===== src/rtl/fb_bank_arbiter_if.sv =====
// Framebuffer arbiter bus: display read port, two writer ports, swap control and RAM port.
// The arbiter takes the slave view; display, engines and RAM model take the master view.
interface fb_bank_arbiter_if #(
    parameter int ADDR_W = 13,
    parameter int DATA_W = 24
);
    logic              disp_req;
    logic [ADDR_W-1:0] disp_addr;
    logic              disp_grant;
    logic [DATA_W-1:0] disp_data;
    logic              disp_valid;
    logic              frame_end;

    logic [1:0]        wr_req;
    logic [ADDR_W-1:0] wr_addr0;
    logic [ADDR_W-1:0] wr_addr1;
    logic [DATA_W-1:0] wr_data0;
    logic [DATA_W-1:0] wr_data1;
    logic [1:0]        wr_grant;
    logic              wr_err;

    logic              swap_req;
    logic              swap_pending;
    logic              swap_done;
    logic              front_bank;

    logic [ADDR_W:0]   mem_addr;
    logic              mem_we;
    logic [DATA_W-1:0] mem_wdata;
    logic [DATA_W-1:0] mem_rdata;

    modport slave (
        input  disp_req, disp_addr, frame_end,
        input  wr_req, wr_addr0, wr_addr1, wr_data0, wr_data1,
        input  swap_req, mem_rdata,
        output disp_grant, disp_data, disp_valid,
        output wr_grant, wr_err,
        output swap_pending, swap_done, front_bank,
        output mem_addr, mem_we, mem_wdata
    );

    modport master (
        output disp_req, disp_addr, frame_end,
        output wr_req, wr_addr0, wr_addr1, wr_data0, wr_data1,
        output swap_req, mem_rdata,
        input  disp_grant, disp_data, disp_valid,
        input  wr_grant, wr_err,
        input  swap_pending, swap_done, front_bank,
        input  mem_addr, mem_we, mem_wdata
    );
endinterface


===== src/rtl/fb_bank_arbiter.sv =====
// Double-banked framebuffer arbiter: display reads the front bank, two round-robin engines
// write the back bank, and bank swaps are deferred to the next frame boundary.
module fb_bank_arbiter #(
    parameter int ADDR_W   = 13,
    parameter int DATA_W   = 24,
    parameter int FB_DEPTH = 4800
) (
    input  logic             clk_i,
    input  logic             rst_i,
    fb_bank_arbiter_if.slave fb
);

    localparam logic [0:0] ST_IDLE    = 1'b0;
    localparam logic [0:0] ST_PENDING = 1'b1;

    localparam logic [ADDR_W-1:0] DEPTH_LIM = ADDR_W'(FB_DEPTH);

    logic              disp_grant_q, disp_grant_d;
    logic              disp_valid_q;
    logic [1:0]        wr_grant_q, wr_grant_d;
    logic              wr_err_q, wr_err_d;
    logic              rr_q, rr_d;
    logic [ADDR_W:0]   mem_addr_q, mem_addr_d;
    logic              mem_we_q, mem_we_d;
    logic [DATA_W-1:0] mem_wdata_q, mem_wdata_d;

    logic [0:0]        state_q, state_d;
    logic              front_bank_q, front_bank_d;
    logic              swap_done_q, swap_done_d;

    logic              disp_elig;
    logic [1:0]        wr_elig;
    logic              wr_sel;
    logic [ADDR_W-1:0] wr_addr_sel;
    logic [DATA_W-1:0] wr_data_sel;

    // A requester showing its grant this cycle is still holding req; mask it to avoid a repeat.
    assign disp_elig = fb.disp_req & ~disp_grant_q;
    assign wr_elig   = fb.wr_req & ~wr_grant_q;

    // rr_q names the engine that wins a tie.
    assign wr_sel      = wr_elig[1] & (~wr_elig[0] | rr_q);
    assign wr_addr_sel = wr_sel ? fb.wr_addr1 : fb.wr_addr0;
    assign wr_data_sel = wr_sel ? fb.wr_data1 : fb.wr_data0;

    always_comb begin
        disp_grant_d = 1'b0;
        wr_grant_d   = 2'b00;
        wr_err_d     = wr_err_q;
        rr_d         = rr_q;
        mem_addr_d   = mem_addr_q;
        mem_we_d     = 1'b0;
        mem_wdata_d  = mem_wdata_q;

        if (disp_elig) begin
            disp_grant_d = 1'b1;
            mem_addr_d   = {front_bank_q, fb.disp_addr};
        end else if (|wr_elig) begin
            wr_grant_d  = wr_sel ? 2'b10 : 2'b01;
            rr_d        = ~wr_sel;
            mem_addr_d  = {~front_bank_q, wr_addr_sel};
            mem_wdata_d = wr_data_sel;
            // Out-of-range writes complete the handshake but never reach the RAM.
            if (wr_addr_sel < DEPTH_LIM) begin
                mem_we_d = 1'b1;
            end else begin
                wr_err_d = 1'b1;
            end
        end
    end

    always_comb begin
        state_d      = state_q;
        front_bank_d = front_bank_q;
        swap_done_d  = 1'b0;

        case (state_q)
            ST_IDLE: begin
                if (fb.swap_req && fb.frame_end) begin
                    front_bank_d = ~front_bank_q;
                    swap_done_d  = 1'b1;
                end else if (fb.swap_req) begin
                    state_d = ST_PENDING;
                end
            end
            ST_PENDING: begin
                if (fb.frame_end) begin
                    front_bank_d = ~front_bank_q;
                    swap_done_d  = 1'b1;
                    state_d      = ST_IDLE;
                end
            end
            default: state_d = ST_IDLE;
        endcase
    end

    always_ff @(posedge clk_i or negedge rst_i) begin
        if (!rst_i) begin
            disp_grant_q <= 1'b0;
            disp_valid_q <= 1'b0;
            wr_grant_q   <= '0;
            wr_err_q     <= 1'b0;
            rr_q         <= 1'b0;
            mem_addr_q   <= '0;
            mem_we_q     <= 1'b0;
            mem_wdata_q  <= '0;
            state_q      <= ST_IDLE;
            front_bank_q <= 1'b0;
            swap_done_q  <= 1'b0;
        end else begin
            disp_grant_q <= disp_grant_d;
            disp_valid_q <= disp_grant_q;
            wr_grant_q   <= wr_grant_d;
            wr_err_q     <= wr_err_d;
            rr_q         <= rr_d;
            mem_addr_q   <= mem_addr_d;
            mem_we_q     <= mem_we_d;
            mem_wdata_q  <= mem_wdata_d;
            state_q      <= state_d;
            front_bank_q <= front_bank_d;
            swap_done_q  <= swap_done_d;
        end
    end

    assign fb.disp_grant   = disp_grant_q;
    assign fb.disp_valid   = disp_valid_q;
    assign fb.disp_data    = fb.mem_rdata;
    assign fb.wr_grant     = wr_grant_q;
    assign fb.wr_err       = wr_err_q;
    assign fb.swap_pending = (state_q == ST_PENDING);
    assign fb.swap_done    = swap_done_q;
    assign fb.front_bank   = front_bank_q;
    assign fb.mem_addr     = mem_addr_q;
    assign fb.mem_we       = mem_we_q;
    assign fb.mem_wdata    = mem_wdata_q;

endmodule


===== src/flat_wrapper.sv =====
// flat-port wrapper written by rule: the top's interface ports become plain ports
module fb_bank_arbiter_flat 
#(
    parameter int ADDR_W   = 13,
    parameter int DATA_W   = 24,
    parameter int FB_DEPTH = 4800
)
  (clk_i, rst_i, fb_disp_req, fb_disp_addr, fb_frame_end, fb_wr_req, fb_wr_addr0, fb_wr_addr1, fb_wr_data0, fb_wr_data1, fb_swap_req, fb_mem_rdata, fb_disp_grant, fb_disp_data, fb_disp_valid, fb_wr_grant, fb_wr_err, fb_swap_pending, fb_swap_done, fb_front_bank, fb_mem_addr, fb_mem_we, fb_mem_wdata);
  fb_bank_arbiter_if #(.ADDR_W(ADDR_W), .DATA_W(DATA_W)) fb_i ();
  input  logic clk_i;
  input  logic rst_i;
  input wire logic [$bits(fb_i.disp_req)-1:0] fb_disp_req;
  input wire logic [$bits(fb_i.disp_addr)-1:0] fb_disp_addr;
  input wire logic [$bits(fb_i.frame_end)-1:0] fb_frame_end;
  input wire logic [$bits(fb_i.wr_req)-1:0] fb_wr_req;
  input wire logic [$bits(fb_i.wr_addr0)-1:0] fb_wr_addr0;
  input wire logic [$bits(fb_i.wr_addr1)-1:0] fb_wr_addr1;
  input wire logic [$bits(fb_i.wr_data0)-1:0] fb_wr_data0;
  input wire logic [$bits(fb_i.wr_data1)-1:0] fb_wr_data1;
  input wire logic [$bits(fb_i.swap_req)-1:0] fb_swap_req;
  input wire logic [$bits(fb_i.mem_rdata)-1:0] fb_mem_rdata;
  output wire logic [$bits(fb_i.disp_grant)-1:0] fb_disp_grant;
  output wire logic [$bits(fb_i.disp_data)-1:0] fb_disp_data;
  output wire logic [$bits(fb_i.disp_valid)-1:0] fb_disp_valid;
  output wire logic [$bits(fb_i.wr_grant)-1:0] fb_wr_grant;
  output wire logic [$bits(fb_i.wr_err)-1:0] fb_wr_err;
  output wire logic [$bits(fb_i.swap_pending)-1:0] fb_swap_pending;
  output wire logic [$bits(fb_i.swap_done)-1:0] fb_swap_done;
  output wire logic [$bits(fb_i.front_bank)-1:0] fb_front_bank;
  output wire logic [$bits(fb_i.mem_addr)-1:0] fb_mem_addr;
  output wire logic [$bits(fb_i.mem_we)-1:0] fb_mem_we;
  output wire logic [$bits(fb_i.mem_wdata)-1:0] fb_mem_wdata;
  assign fb_i.disp_req = fb_disp_req;
  assign fb_i.disp_addr = fb_disp_addr;
  assign fb_i.frame_end = fb_frame_end;
  assign fb_i.wr_req = fb_wr_req;
  assign fb_i.wr_addr0 = fb_wr_addr0;
  assign fb_i.wr_addr1 = fb_wr_addr1;
  assign fb_i.wr_data0 = fb_wr_data0;
  assign fb_i.wr_data1 = fb_wr_data1;
  assign fb_i.swap_req = fb_swap_req;
  assign fb_i.mem_rdata = fb_mem_rdata;
  assign fb_disp_grant = fb_i.disp_grant;
  assign fb_disp_data = fb_i.disp_data;
  assign fb_disp_valid = fb_i.disp_valid;
  assign fb_wr_grant = fb_i.wr_grant;
  assign fb_wr_err = fb_i.wr_err;
  assign fb_swap_pending = fb_i.swap_pending;
  assign fb_swap_done = fb_i.swap_done;
  assign fb_front_bank = fb_i.front_bank;
  assign fb_mem_addr = fb_i.mem_addr;
  assign fb_mem_we = fb_i.mem_we;
  assign fb_mem_wdata = fb_i.mem_wdata;
  fb_bank_arbiter #(.ADDR_W(ADDR_W), .DATA_W(DATA_W), .FB_DEPTH(FB_DEPTH)) u_core (.clk_i(clk_i), .rst_i(rst_i), .fb(fb_i));
endmodule

===== config.mk =====
export PLATFORM = sky130hd
export DESIGN_NAME = fb_bank_arbiter_flat
export DESIGN_NICKNAME = d
export VERILOG_FILES = /design/src/rtl/fb_bank_arbiter_if.sv /design/src/rtl/fb_bank_arbiter.sv /design/src/flat_wrapper.sv
export SDC_FILE = /design/constraint.sdc
export NUM_CORES = 1
export LEC_CHECK = 0
export CAP_MARGIN = 10
export CORE_MARGIN = 5
export CORE_UTILIZATION = 32
export CTS_CLUSTER_DIAMETER = 200
export DETAILED_ROUTE_END_ITERATION = 8
export DONT_BUFFER_PORTS = 1
export PLACE_DENSITY = 0.45
export RECOVER_POWER = 50
export SYNTH_ARGS = -nofsm -noshare
export SYNTH_HDL_FRONTEND = slang
export SYNTH_SLANG_ARGS = --single-unit

===== constraint.sdc =====
create_clock -name clk_i -period 2 [get_ports clk_i]
set_clock_uncertainty 0.05 [all_clocks]
set_input_delay 0.6 -clock clk_i [delete_from_list [all_inputs] [get_ports clk_i]]
set_output_delay 0.6 -clock clk_i [all_outputs]
set_load 0.01 [all_outputs]

**Word-level counts from Yosys, hierarchy flattened**

Index checks and enable logic that the tools add are counted.

- Bits in registers: 48
- Bits of input ports: 118
- Output and inout bits: 71
- Logic and storage cells: 53

- Order comparisons: 1
- Equal/unequal tests: 2
- Muxes and demuxes: 21
- Bitwise logic cells: 12
- Reductions and logical operators: 6

Operators by type and width:

| operator | count |
|---|---|
| 14-bit two-way mux | 2 |
| 24-bit two-way mux | 1 |
| 13-bit < comparator (second input constant) | 1 |
| 13-bit two-way mux | 1 |
| 1-bit two-way mux | 11 |
| 1-bit inverter | 7 |
| 2-bit two-way mux | 3 |
| 1-bit one-hot mux with 2 select lines | 3 |
| 2-bit AND reduction | 2 |
| 3-bit AND reduction | 1 |
| 1-bit bitwise AND | 2 |
| 2-bit bitwise AND | 1 |
| 2-bit by 1-bit inequality test with 1-bit output (second input constant) | 1 |
| 2-bit inequality test (second input constant) | 1 |
| 2-bit inverter | 1 |
| 2-bit nonzero test | 1 |
| 2-bit OR reduction | 1 |
| 1-bit logical AND | 1 |
| 1-bit OR | 1 |

**Longest topological paths before layout**

- Word-level depth: 10
- Depth in mapped cells: 6
- Depth with buffers taken out: 5

**Worst setup path before layout**

OpenSTA, ideal clock, no wires.

- Path type: input-to-reg
- From: input fb_wr_req[1]
- To: register u_core.mem_addr_q[10], in the netlist u_core.fb.mem_addr[10]
- Library setup time: 0.094 ns
- Arrival time: 1.482 ns
- Required time: 1.856 ns
- Slack: 0.374 ns
- Stages: 6
- Cells stage by stage: nor2b_4 > nand2b_4 > and2_1 > clkbuf_1 > buf_2 > a211oi_1

- Longest elaborated chain between the ends: 5
- Elaborated cells on any way between the ends: 7

RTL lines:

| what | RTL line | source |
|---|---|---|
| start, declared | flat_wrapper.sv:15 | `input wire logic [$bits(fb_i.wr_req)-1:0] fb_wr_req;` |
| 2-bit bitwise AND * | fb_bank_arbiter.sv:39 | `assign wr_elig = fb.wr_req & ~wr_grant_q;` |
| 1-bit bitwise AND | fb_bank_arbiter.sv:42 | `assign wr_sel = wr_elig[1] & (~wr_elig[0] \| rr_q);` |
| 13-bit two-way mux | fb_bank_arbiter.sv:43 | `assign wr_addr_sel = wr_sel ? fb.wr_addr1 : fb.wr_addr0;` |
| 14-bit two-way mux | fb_bank_arbiter.sv:58 | `end else if (\|wr_elig) begin` |
| 14-bit two-way mux | fb_bank_arbiter.sv:55 | `if (disp_elig) begin` |
| end signal, assigned | fb_bank_arbiter.sv:116 | `mem_addr_q <= mem_addr_d;` |
| end, declared | fb_bank_arbiter.sv:23 | `logic [ADDR_W:0] mem_addr_q, mem_addr_d;` |

Every way passes the cells marked *; elsewhere a longest branch is shown, timed or not. The select of a mux whose other input is x is not followed.
A chain may end at the register's enable or synchronous reset.

**Final worst setup path**

- From: register u_core.disp_grant_q, in the netlist u_core.fb.disp_grant
- To: register u_core.mem_addr_q[9], in the netlist u_core.fb.mem_addr[9]

- Longest elaborated chain between the ends: 3
- Elaborated cells on any way between the ends: 4

RTL lines:

| what | RTL line | source |
|---|---|---|
| start, declared | fb_bank_arbiter.sv:18 | `logic disp_grant_q, disp_grant_d;` |
| start signal, assigned | fb_bank_arbiter.sv:111 | `disp_grant_q <= disp_grant_d;` |
| 1-bit inverter * | fb_bank_arbiter.sv:38 | `assign disp_elig = fb.disp_req & ~disp_grant_q;` |
| 1-bit bitwise AND * | fb_bank_arbiter.sv:38 |  |
| 14-bit two-way mux or 2-bit nonzero test (tied branches) | -- |  |

Every way passes the cells marked *; elsewhere a longest branch is shown, timed or not.

==> results.sh <==
export IMPL_whs_ps=296
export IMPL_ctsHoldBuffers=1
export IMPL_drive_gt1_frac=0.0791
export IMPL_coreArea_mm2=0.00761
export IMPL_max_slew_worst_pin_slew_ps=1220
export IMPL_start_util=0.324
export IMPL_cp_num_buf_inv=2
export IMPL_totalWireLength_mm=6.01
export IMPL_slew_headroom=0.187
export IMPL_rsz0062_at_grt="no"
export IMPL_gr_total_overflow=0
export IMPL_synth_fa_ha_area_frac=0
export IMPL_syn_area_mm2=0.00247
export IMPL_firstDrtPassIters=4
export IMPL_place_congestion=0.726
export IMPL_finalCritPeriodShare=0.831
export IMPL_max_freq_mhz=602
export IMPL_vias_per_cell=4.95
export IMPL_syn2layout_area_growth_pct=2.18
export IMPL_critPathMaxFanout=14
export IMPL_yosysTopAreaCell="dfrtp_1"
export IMPL_ys_warn_count=0
export IMPL_antenna_found_initial=0
export IMPL_synth_seq_cells=48
export IMPL_end_kind="register"
export IMPL_h_tree_depth=2
export IMPL_grt_usage=0.125
export IMPL_cpPeakStageDelay_ps=500
export IMPL_fp_dieArea_mm2=0.00956
export IMPL_insertion_delay_ps=300
export IMPL_p_clk_frac=0.270
export IMPL_num_antenna_cells=0
export IMPL_hold_violations=0
export IMPL_root_buffer="clkbuf_8"
export IMPL_synth_cell_types=26
export IMPL_power_leakage_uw=0.00106
export IMPL_p_per_area_mw_per_mm2=1020
export IMPL_ys_seq_area_frac=0.487
export IMPL_io_buffers=0
export IMPL_required_ps=2160
export IMPL_ir_drop_mv=0.332
export IMPL_yosys_top_cells_area="dfrtp_1 (49%), mux2i_1 (15%), buf_4 (8.5%)"
export IMPL_post_cts_resize_count=0
export IMPL_power_internal_uw=1750
export IMPL_first_global_vias=1784
export IMPL_yosys_area_share_simple=0.126
export IMPL_postCtsSetupRepairBufs=0
export IMPL_layout_nets=332
export IMPL_power_frac_seq=0.547
export IMPL_critPathArrivalTime_ps=1820
export IMPL_p_comb_frac=0.183
export IMPL_drtAntennaViolNets=0
export IMPL_swShare=0.320
export IMPL_cts_buffer_depth=2
export IMPL_numClockSinks=48
export IMPL_grt_pass1_wl_mm=9.68
export IMPL_drcViolationCount=0
export IMPL_syn_nets=358
export IMPL_wire_per_inst_um=18.9
export IMPL_cp_start_kind="register"
export IMPL_place_ws_ps=264
export IMPL_clkTransAtPathRegs_ps=90
export IMPL_die_width_um=97.8
export IMPL_min_period_ps=1660
export IMPL_numCtsBuffers=5
export IMPL_vias=1569
export IMPL_drv_cap=0
export IMPL_synth_top_family_by_area="multiplexers"
export IMPL_slowest_stage="clkbuf_1"
export IMPL_hold_class="primary input to register"
export IMPL_crit_family="buffers and inverters"
export IMPL_synth_compound_area_frac=0.115
export IMPL_drtIter0Drc=25
export IMPL_muxShareOfSynthArea=0.154
export IMPL_status="complete, no violations"
export IMPL_cts_tree="yes"
export IMPL_chipHeight_um=97.8
export IMPL_setup_tns_ps=0
export IMPL_stdcell_count=317
export IMPL_path_class="register to register"
export IMPL_avgSynthCellArea_um2=10.3
export IMPL_switchingPower_uw=824
export IMPL_fin_ws_ps=339
export IMPL_grt_max_degree=49
export IMPL_netlist_area_leader_share=0.487
export IMPL_synth_xor_area_frac=0.00355
export IMPL_drv_slew=0
export IMPL_crit_chain="nand2b_1 > clkinv_1 > clkbuf_1 > nor3_1 > a211oi_1"
export IMPL_num_rows=32
export IMPL_dp_hpwl_mm=4.52
export IMPL_boundaryPins=189
export IMPL_finalSetupViolCount=0
export IMPL_dp_cells=308
export IMPL_netlist_instances=240
==> through the flow <==
| step | area, µm² | util | power (µW) |
|---|---|---|---|
| after CTS | 2550 | 0.335 | 2650 |
| after floorplan | 2470 | - | 1810 |
| final | 2520 | 0.331 | 2580 |
| after detailed placement | 2410 | 0.317 | 1910 |
| after global placement | 2410 | 0.317 | 1900 |
| after global routing | 2520 | 0.331 | 2740 |
==> power by group through the flow <==
stage | clock [µW] | sequential, µW | combinational [µW]
2_1_floorplan | 0 | 1380 | 435
3_3_place_gp | 0 | 1440 | 460
3_5_place_dp | 0 | 1440 | 468
4_1_cts | 731 | 1420 | 494
5_1_grt | 769 | 1440 | 537
6_report | 695 | 1410 | 472
==> cells in the final DEF (no fill, tap or decap), drive strengths merged <==
cell type and n:
dfrtp 48, mux2i 38, o21ai 28, nand2 24, nor2 17, nor3 13, a211oi 12, clkbuf 8
buf 5, nand2b 3, nor2b 3, and3 2, a211o 2, and2 2, a21o 2, clkinv 2
o21a 1, or4 1, a21oi 1, a311oi 1, xor2 1, bufinv 1
==> cells in the mapped netlist, drive strengths merged <==
cell type  count
a311oi         1
a21oi          1
or4            1
nor2b          3
and2           2
xor2           1
mux2i         38
nor2          17
nor3          13
nand2b         3
a21o           2
clkbuf         5
o21a           1
dfrtp         48
and3           2
a211o          2
inv            1
buf           35
a211oi        12
o21ai         28
nand2         24
==> worst reg2reg max path, delay by kind of cell, from the launching register on <==
| family | cells | cell delay [ps] |
|---|---|---|
| and+or+nand+nor | 2 | 290 |
| DFF | 1 | 430 |
| buffers and inverters | 2 | 560 |
| AOI/OAI and AO/OA | 1 | 250 |
==> sequential cells by signal, summed over array words and instances (netlist names) <==
name                    flops
u_core.fb.mem_addr         14
u_core.fb.disp_grant        1
u_core.fb.mem_wdata        24
u_core.fb.wr_err            1
u_core.fb.disp_valid        1
u_core.fb.swap_pending      1
u_core.rr_q                 1
u_core.fb.wr_grant          2
u_core.fb.front_bank        1
u_core.fb.mem_we            1
u_core.fb.swap_done         1
==> final timing paths <==
| kind | startpoint | to | slack (ps) | depth (start not counted) |
|---|---|---|---|---|
| hold / removal | fb_frame_end | u_core.fb.swap_pending | 300 | 1 |
| setup reg to reg | u_core.fb.disp_grant | u_core.fb.mem_addr[9] | 340 | 5 |
| hold reg to reg | u_core.fb.disp_grant | u_core.fb.disp_valid | 420 | 0 |
| min in group asynchronous | rst_i | u_core.fb.mem_wdata[1] | 490 | 1 |
| setup / recovery | u_core.fb.disp_grant | u_core.fb.mem_addr[9] | 340 | 5 |
| max in group asynchronous | rst_i | u_core.fb.mem_wdata[20] | 670 | 1 |
==> routing by layer <==
| layer | share of wire | vias up | track usage |
|---|---|---|---|
| met1 | 0.38 | 733 | 0.137 |
| met4 | 0.018 | 0 | 0.0532 |
| met5 | 0 | - | 0 |
| met3 | 0.11 | 12 | 0.0571 |
| li1 | - | 753 | - |
| met2 | 0.49 | 71 | 0.209 |
==> cells by family after synthesis <==
logic type	count (synthesis)
flip-flops	48
XOR/XNOR	1
AND/OR/NAND/NOR	65
buffers and inverters	41
multiplexers	38
AO/OA/AOI/OAI	47
==> cell type report <==
| class | instances | area, µm² |
|---|---|---|
| clock buffers | 6 | 72.6 |
| clock inverters | 2 | 35.0 |
| fillers | 814 | 5090 |
| inverters | 1 | 3.75 |
| multi-input cells | 151 | 996 |
| flip-flops and latches | 48 | 1200 |
| well taps | 102 | 128 |
| repair buffers | 7 | 83.8 |
Power figures use the tool's default switching activity.
==> RTL edit: new RTL, config.mk and constraints unchanged <==
Reset style: synchronous (`rst_i`), changed in one clocked block.
--- a/src/rtl/fb_bank_arbiter.sv
+++ b/src/rtl/fb_bank_arbiter.sv
@@ -96,3 +96,3 @@
 
-    always_ff @(posedge clk_i or negedge rst_i) begin
+    always_ff @(posedge clk_i) begin
         if (!rst_i) begin
Check against the original RTL: differs if rst_i is asserted again (counterexample within 4 cycles, from zero or initial values and one cycle with rst_i low); with rst_i held inactive, the same outputs for 10 cycles.
==> RTL edit against the unedited design <==
- non-clock buffer count is 4 higher
- cell area fell by 9.6%
- total power shrank 20%
- wire length up 1.4%
- sequential cell count did not move
- sequential share of layout area shrank 5.5 points
- area after synthesis fell by 8.5%
- combinational power decreased by 33%
- via count grew 14%
- worst setup slack worse by 0.036 ns
- critical path type unchanged
- largest power group unchanged
==> RTL edit: results (changes against the unedited design) <==
metric,value,unit,change
run status,finished clean,,
Synth top cells by count,"nand2_1 (51), dfxtp_1 (48), a31oi_1 (25), buf_4 (25), o21ai_1 (24)",,
Synth Area in XOR/XNOR,0.00388,,+0.000329
Hold Crit Endpoint,u_core.fb.swap_pending$_SDFF_PN0_,,
CTS buffer count,5,,unchanged
Reg-to-Reg End,u_core.fb.mem_we$_SDFF_PP0_,,
leakage power,0.883,nW,-17%
met1 wire length,2.37,mm,+2.9%
Worst path top cell family by delay,compound AO/OA/AOI/OAI gates,,
DR iter-0 viols,77,,+210%
hold_ws,0.312,ns,+0.0160 ns
Async SR Flop Fraction,0,,-1.00
post-synthesis mux area share,0.0576,,-0.0966
post-route clock period utilization,0.848,,+0.0178
sequential fraction of the synthesis area,0.426,,-0.0613
Syn Nets,383,,+7.0%
max incr delay on CP,0.47,ns,-0.03 ns
"Cell Count, Final, Fillers Out",336,,+6.0%
compound-cell area share of the yosys netlist,0.243,,+0.128
dpl ws,0.118,ns,-0.146 ns
layout cell share with drive strength beyond 1,0.0875,,+0.00843
largest net degree at the start of global routing,51,,+4.1%
Mapped Avg Cell Area,8.52,um2,-17%
Overall Global Routing Usage,0.134,,+0.00948
vias in the first global route,1759,,-1.4%
reg2reg path depth,4,,-1
slowest CP cell,o21ai_4,,
DR vias,1785,,+14%
global routing usage on met2,0.215,,+0.00598
Final HPWL DP,4.54,mm,+0.26%
Peak VDD IR,257,uV,-23%
# nets final,357,,+7.5%
Worst R2R Setup Slack,0.30,ns,-0.04 ns
top cell type's share of synthesized area,0.426,,-0.0613
gpl congestion,0.662,,-8.9%
library cells used by synthesis,29,,+12%
# placed instances,328,,+6.5%
met3 routed WL,791,um,+24%
"Cell Area, Placed",2190,um2,-9.3%
final wirelength,6.09,mm,+1.4%
RTL edit: changes by cell type in the layout (fill, tap and decap cells not counted), sizes merged, moves of 3 or more:
cell,before,now
dfrtp,48,0
dfxtp,0,48
nand2,24,51
a31oi,0,25
mux2i,38,13
a22oi,0,14
nor3,13,0
o22ai,0,13
nor2,17,6
a211oi,12,2
buf,5,11
a21oi,1,4
inv,0,3
RTL edit: kinds of logic after synthesis:
family | count (synthesis)
compound gates | 88
simple gates | 68
flops | 48
buf+inv | 47
mux | 13
xor+xnor | 1
RTL edit: cell type report:
type	count	area (um2)
clock buffers	8	90.1
fillers	754	4550
inverters	3	11.3
multi-input cells	170	1000
flip-flops and latches	48	961
well taps	96	120
repair buffers	11	95.1
RTL edit: power breakdown:
| part | total, mW | internal, mW | switching, mW |
|---|---|---|---|
| Combinational | 0.317 | 0.139 | 0.178 |
| Sequential | 1.15 | 1.05 | 0.105 |
| Clock | 0.603 | 0.283 | 0.320 |
| Total | 2.07 | 1.47 | 0.603 |
